$ cat config.mk
export PLATFORM = sky130hd
export DESIGN_NAME = multicycle_control_fsm
export DESIGN_NICKNAME = d
export VERILOG_FILES = /design/src/rtl/cpu_ctrl_pkg.sv /design/src/rtl/multicycle_control_fsm.sv
export SDC_FILE = /design/constraint.sdc
export NUM_CORES = 1
export LEC_CHECK = 0
export BUFFER_PORTS_ARGS = -buffer_cell sky130_fd_sc_hd__buf_2
export CAP_MARGIN = 20
export CORE_ASPECT_RATIO = 0.6
export CORE_UTILIZATION = 36
export CTS_CLUSTER_DIAMETER = 30
export DETAILED_ROUTE_END_ITERATION = 8
export HOLD_SLACK_MARGIN = 0.15
export RECOVER_POWER = 25
export SYNTH_ARGS = -nofsm -noshare
export SYNTH_HDL_FRONTEND = slang
export SYNTH_SLANG_ARGS = --single-unit
$ cat constraint.sdc
create_clock -name clk -period 3.5 [get_ports clk]
set_clock_uncertainty 0.15 [all_clocks]
set_input_delay 0.875 -clock clk [delete_from_list [all_inputs] [get_ports clk]]
set_output_delay 0.875 -clock clk [all_outputs]
set_load 0.03 [all_outputs]
$ cat src/rtl/cpu_ctrl_pkg.sv
// Shared control definitions for the multicycle MIPS-subset core: FSM states,
// opcodes, ALUOp codes and datapath mux encodings.
package cpu_ctrl_pkg;

  typedef enum logic [3:0] {
    StFetch   = 4'd0,
    StDecode  = 4'd1,
    StMemAdr  = 4'd2,
    StMemRd   = 4'd3,
    StMemWb   = 4'd4,
    StMemWr   = 4'd5,
    StRtypeEx = 4'd6,
    StAluWb   = 4'd7,
    StBeq     = 4'd8,
    StJump    = 4'd9,
    StXoriEx  = 4'd10,
    StXoriWb  = 4'd11
  } state_t;

  // Opcodes, instr[31:26]
  localparam logic [5:0] OP_RTYPE = 6'b000000;
  localparam logic [5:0] OP_LW    = 6'b100011;
  localparam logic [5:0] OP_SW    = 6'b101011;
  localparam logic [5:0] OP_BEQ   = 6'b000100;
  localparam logic [5:0] OP_J     = 6'b000010;
  localparam logic [5:0] OP_XORI  = 6'b001110;

  // ALUOp, shared with the ALU control decoder
  localparam logic [1:0] ALUOP_ADD   = 2'b00;
  localparam logic [1:0] ALUOP_SUB   = 2'b01;
  localparam logic [1:0] ALUOP_FUNCT = 2'b10;
  localparam logic [1:0] ALUOP_XOR   = 2'b11;

  // ALUSrcB mux
  localparam logic [1:0] SRCB_REGB  = 2'b00;
  localparam logic [1:0] SRCB_FOUR  = 2'b01;
  localparam logic [1:0] SRCB_IMM   = 2'b10;
  localparam logic [1:0] SRCB_IMMSH = 2'b11;

  // PCSource mux
  localparam logic [1:0] PCSRC_ALU    = 2'b00;
  localparam logic [1:0] PCSRC_ALUOUT = 2'b01;
  localparam logic [1:0] PCSRC_JUMP   = 2'b10;

endpackage

$ cat src/rtl/multicycle_control_fsm.sv
// Main control FSM of the multicycle core: sequences each instruction,
// decodes datapath controls from the state, counts retired instructions and
// keeps a sticky flag for unsupported opcodes.
module multicycle_control_fsm
  import cpu_ctrl_pkg::*;
#(
  parameter int unsigned CNT_W = 32
) (
  input  logic             clk,
  input  logic             reset,
  input  logic [5:0]       opcode,
  input  logic             zero,
  input  logic             mem_ready,
  output logic             pc_en,
  output logic             IorD,
  output logic             MemRead,
  output logic             MemWrite,
  output logic             IRWrite,
  output logic             MemtoReg,
  output logic             RegDst,
  output logic             RegWrite,
  output logic             ALUSrcA,
  output logic [1:0]       ALUSrcB,
  output logic [1:0]       PCSource,
  output logic [1:0]       ALUOp,
  output logic [CNT_W-1:0] retired,
  output logic             illegal_op
);

  state_t             state_q, state_d;
  logic [CNT_W-1:0]   retired_q;
  logic               illegal_q;
  logic               retire;
  logic               illegal_set;
  logic               pc_write;
  logic               pc_write_cond;

  // Next-state selection plus the retire / illegal-opcode events
  always_comb begin
    state_d     = state_q;
    retire      = 1'b0;
    illegal_set = 1'b0;
    unique case (state_q)
      StFetch:   if (mem_ready) state_d = StDecode;
      StDecode: begin
        case (opcode)
          OP_LW, OP_SW: state_d = StMemAdr;
          OP_RTYPE:     state_d = StRtypeEx;
          OP_BEQ:       state_d = StBeq;
          OP_J:         state_d = StJump;
          OP_XORI:      state_d = StXoriEx;
          default: begin
            state_d     = StFetch;
            illegal_set = 1'b1;
          end
        endcase
      end
      // Only lw/sw reach here and the IR is stable, so anything not sw is lw
      StMemAdr:  state_d = (opcode == OP_SW) ? StMemWr : StMemRd;
      StMemRd:   if (mem_ready) state_d = StMemWb;
      StMemWb: begin
        state_d = StFetch;
        retire  = 1'b1;
      end
      StMemWr: begin
        if (mem_ready) begin
          state_d = StFetch;
          retire  = 1'b1;
        end
      end
      StRtypeEx: state_d = StAluWb;
      StXoriEx:  state_d = StXoriWb;
      StAluWb, StBeq, StJump, StXoriWb: begin
        state_d = StFetch;
        retire  = 1'b1;
      end
      default:   state_d = StFetch;
    endcase
  end

  // Datapath control decode; reset overrides everything to the idle values
  always_comb begin
    IorD          = 1'b0;
    MemRead       = 1'b0;
    MemWrite      = 1'b0;
    IRWrite       = 1'b0;
    MemtoReg      = 1'b0;
    RegDst        = 1'b0;
    RegWrite      = 1'b0;
    ALUSrcA       = 1'b0;
    ALUSrcB       = SRCB_REGB;
    PCSource      = PCSRC_ALU;
    ALUOp         = ALUOP_ADD;
    pc_write      = 1'b0;
    pc_write_cond = 1'b0;
    unique case (state_q)
      StFetch: begin
        MemRead  = 1'b1;
        ALUSrcB  = SRCB_FOUR;
        IRWrite  = mem_ready;
        pc_write = mem_ready;
      end
      StDecode:  ALUSrcB = SRCB_IMMSH;
      StMemAdr: begin
        ALUSrcA = 1'b1;
        ALUSrcB = SRCB_IMM;
      end
      StMemRd: begin
        IorD    = 1'b1;
        MemRead = 1'b1;
      end
      StMemWb: begin
        MemtoReg = 1'b1;
        RegWrite = 1'b1;
      end
      StMemWr: begin
        IorD     = 1'b1;
        MemWrite = 1'b1;
      end
      StRtypeEx: begin
        ALUSrcA = 1'b1;
        ALUOp   = ALUOP_FUNCT;
      end
      StAluWb: begin
        RegDst   = 1'b1;
        RegWrite = 1'b1;
      end
      StBeq: begin
        ALUSrcA       = 1'b1;
        ALUOp         = ALUOP_SUB;
        pc_write_cond = 1'b1;
        PCSource      = PCSRC_ALUOUT;
      end
      StJump: begin
        pc_write = 1'b1;
        PCSource = PCSRC_JUMP;
      end
      StXoriEx: begin
        ALUSrcA = 1'b1;
        ALUSrcB = SRCB_IMM;
        ALUOp   = ALUOP_XOR;
      end
      StXoriWb:  RegWrite = 1'b1;
      default: ;
    endcase
    pc_en = pc_write | (pc_write_cond & zero);
    if (reset) begin
      IorD     = 1'b0;
      MemRead  = 1'b0;
      MemWrite = 1'b0;
      IRWrite  = 1'b0;
      MemtoReg = 1'b0;
      RegDst   = 1'b0;
      RegWrite = 1'b0;
      ALUSrcA  = 1'b0;
      ALUSrcB  = SRCB_REGB;
      PCSource = PCSRC_ALU;
      ALUOp    = ALUOP_ADD;
      pc_en    = 1'b0;
    end
  end

  // State register, retired counter and sticky illegal flag
  always_ff @(posedge clk) begin
    if (reset) begin
      state_q   <= StFetch;
      retired_q <= '0;
      illegal_q <= 1'b0;
    end else begin
      state_q <= state_d;
      if (retire)      retired_q <= retired_q + CNT_W'(1);
      if (illegal_set) illegal_q <= 1'b1;
    end
  end

  assign retired    = retired_q;
  assign illegal_op = illegal_q;

endmodule
==> metrics.md <==
| Metric | Value |
|---|---|
| Clock network fraction of total power | a little under half |
| Switching power | 0.206 mW |
| Status | finished clean |
| Worst path slowest cell | or4b_2 |
| Critical path's top delay family | simple AND/OR/NAND/NOR gates |
| Fin Setup TNS | 0 ns |
| CP Class | reg -> out |
| Worst path max stage delay | 0.65 ns |
| Clock sinks | 37 |
| Place WS | 0.462 ns |
| First-pass GRT wire length | slightly below 9000 um |
| Final setup fails | 0 |
| Share of the synthesized area in the top cell type | 35.3% |
| Sw Share | 22.0% |
| Setup crit end kind | output port |
| # nets final | 331 |
| Crit-path cells | nor2b_1, or4b_2, a21oi_1, buf_2 |
| Htree depth | 2 |
| Max-cap viol count | 0 |
| Post-synth top cells | dfxtp_1, nor2_1, a21oi_1 |
| Clock buffer depth | 2 |
| Worst Setup Start Kind | flop |
| Path depth of the worst reg2reg path | 5 |
| First-pass DRT Iterations | 4 |
| Avg Synthesized Cell Area | 7.83 um^2 |
| TritonCTS Buffers | 5 |
| Max Fanout on Critical Path | 15 |
| Die width | between 100 and 150 um |
| Pleak | approximately 0.90 nW |
| Mapped Cells | 268 |
| Reg power frac | 45.5% |
| Routed vias | between 2k and 2.5k |
| N_diodes | 0 |
| Starting Density | 37.5% |
| Post-synth cell types | 39 |
| Layout cells sized above 1 | between 15 and 20% |
| Tcrit/Tclk final | 90.1% |
| Post-CTS Setup Bufs | 0 |
| Detail Placement HPWL | 3810 um |
| Dominant cells by area after synthesis | dfxtp_1, xnor2_1, nor2_1 |
| Die height | 61.2 um |
| Clk slew on worst S/H paths | about 0.070 ns |
| Post-route setup slack | 0.348 ns |
| Prevailing post-synth register cell | dfxtp_1 |
| I/O Pins | a little under 60 |
| Port buffer count | 57 |
| Power, Total | 0.935 mW |
| GRT Residual Overflow | 0 |
| Pin count of the biggest net entering global routing | 33 |
| Tot GR Track Use | 18.6% |
| Reg2reg end | retired[23]$_SDFFE_PP0P_ |
| Worst Max-Slew Pin Slew | between 0.6 and 0.7 ns |
| Maximum vdd drop | roughly 0.00013 V |
| Fill count | 594 |
| Area leader, netlist | dfxtp_1 |
| Cell Area, Synth | 0.00210 mm^2 |
| HP Start | illegal_op$_SDFFE_PP0P_ |
| Unrepaired setup endpoints after global routing | no |
| Hold path depth | 2 |
| Synthesized flop and latch total | 37 |
| Final min period | 3.15 ns |
| Drt initial violations | 127 |
| Syn_nets | 279 |
| CP arrival | 2.13 ns |
| Number of core rows | 21 |
| Initial antenna violation count | 0 |
| DRT antenna net count | 0 |
| CP bufs+invs | 1 |
| Root Buffer | clkbuf_8 |
| Global placement routability congestion | 0.750 |
| CTS tree | yes |
| Pins Over Slew Limit | 0 |
| Hold path endpoint | illegal_op$_SDFFE_PP0P_ |
| Achievable frequency | 0.317 GHz |
| FF-to-FF setup slack | 0.52 ns |
| Pwr Density | 367 mW/mm^2 |
| Post_cts resized | 0 |
| Int Pwr | 0.729 mW |
| Async SR Flop Fraction | 0% |
| Layout area overhead | 21.4% |
| Core Region | 0.00560 mm^2 |
| Critical path required time | 2.47 ns |
| Slew margin rel. | about 60% |
| R2r startpoint | state_q[2]$_SDFFE_PP0P_ |
| Combinational share of power | under 10% |
| Number of flops mapped to enable cells by yosys | 0 |
| Sequential share of the synthesized area | 35.3% |
| Hold Crit Class | reg -> reg |
| Remaining DRCs | 0 |
| Hold_buf cts | 0 |
| Vias in the first global route | 1813 |
| Post-Route WL | 5290 um |
| Clock Latency Late Sink | 0.29 ns |
| Routed len/inst | 13.2 um |
| Final hold vios | 0 |
| Die area | 0.00615 mm^2 |
| Most frequent cell after synthesis | dfxtp_1 |
| Ys Warns | 0 |
| Average via count per standard cell | between 5 and 6 |
## power by group through the flow
| stage | Sequential, mW | Combinational [mW] | Clock [mW] |
|---|---|---|---|
| 6_report | 0.425 | 0.0695 | 0.440 |
| 5_1_grt | 0.426 | 0.0761 | 0.465 |
| 4_1_cts | 0.425 | 0.0693 | 0.453 |
| 3_5_place_dp | 0.435 | 0.0692 | 0 |
| 3_3_place_gp | 0.435 | 0.0693 | 0 |
| 2_1_floorplan | 0.437 | 0.0441 | 0 |
## worst max-delay path by stage
| stage | from | end | slack, ns | cells past startpoint |
|---|---|---|---|---|
| after floorplan | reset | MemRead | 0.33 | 2 |
| after global placement | mem_ready | retired[23]$_SDFFE_PP0P_ | 0.49 | 6 |
| after detailed placement | mem_ready | retired[23]$_SDFFE_PP0P_ | 0.46 | 6 |
| after CTS | state_q[1]$_SDFFE_PP0P_ | RegWrite | 0.35 | 4 |
| after global routing | state_q[1]$_SDFFE_PP0P_ | RegWrite | 0.23 | 4 |
| final | state_q[1]$_SDFFE_PP0P_ | RegWrite | 0.35 | 4 |
## worst register-to-register path: stages (launching register included)
cell     delay (ns)
dfxtp_1        0.72
nor2_1         0.24
or4b_4         0.67
or4_1          0.57
or4_1          0.42
a21oi_1        0.15
## through the flow
step / hold WS, ns / util [%] / cells / area (um^2)
after floorplan: 0.364 / - / 268 / 2110
after global placement: 0.318 / 43.6 / 393 / 2440
after detailed placement: 0.316 / 43.6 / 393 / 2440
after CTS: 0.348 / 46.0 / 401 / 2570
after global routing: 0.367 / 45.5 / 401 / 2550
final: 0.345 / 45.5 / 401 / 2550
## sequential cells by signal (all words and copies together), names as in the netlist
| name | count |
|---|---|
| state_q | 4 |
| retired | 32 |
| illegal_op | 1 |
## cell type report
cell class	instances	area (um^2)	share of cell area [%]
Multi-Input combinational cell	209	1260	49.6
Sequential cell	37	741	29.1
Timing Repair Buffer	60	283	11.1
Tap cell	80	100	3.93
Clock buffer	5	68.8	2.70
Clock inverter	3	65.1	2.55
Inverter	7	26.3	1.03
## cells by family after synthesis
logic type               count (synthesis)  share of synthesized area (%)
adder cells (fa/ha/maj)                  1                          0.596
flip-flops                              37                           35.3
AND/OR/NAND/NOR                        138                           37.4
buffers and inverters                   22                           4.77
AO/OA/AOI/OAI                           49                           13.2
XOR/XNOR                                21                           8.76
## routing by layer
layer  GRT usage, %  up-vias  part of all wire [%]
li1               -     1079                     -
met1           29.1      980                    54
met2           24.8       52                    39
met3           4.31        8                   5.9
met4           5.18        0                  0.96
met5              0        -                     0
## layout by cell type (no fill, tap or decap), types with 2 or more instances in the layout
cell type,count
and4_1,2
nor2_1,29
buf_2,37
nand2_1,17
nor3_1,10
inv_1,7
xor2_1,6
and3_1,5
nand3_1,12
nor4b_1,3
nor4_1,11
buf_4,3
o21ai_0,18
or4_1,5
clkbuf_1,20
nor2b_1,4
o31ai_1,4
or3_1,10
nand4b_1,2
nand4_1,10
a21oi_1,20
clkbuf_8,5
nand2b_1,10
or4b_2,2
xnor2_1,15
bufinv_16,2
dfxtp_1,37
Note: power is estimated with default switching activity, not from simulation.
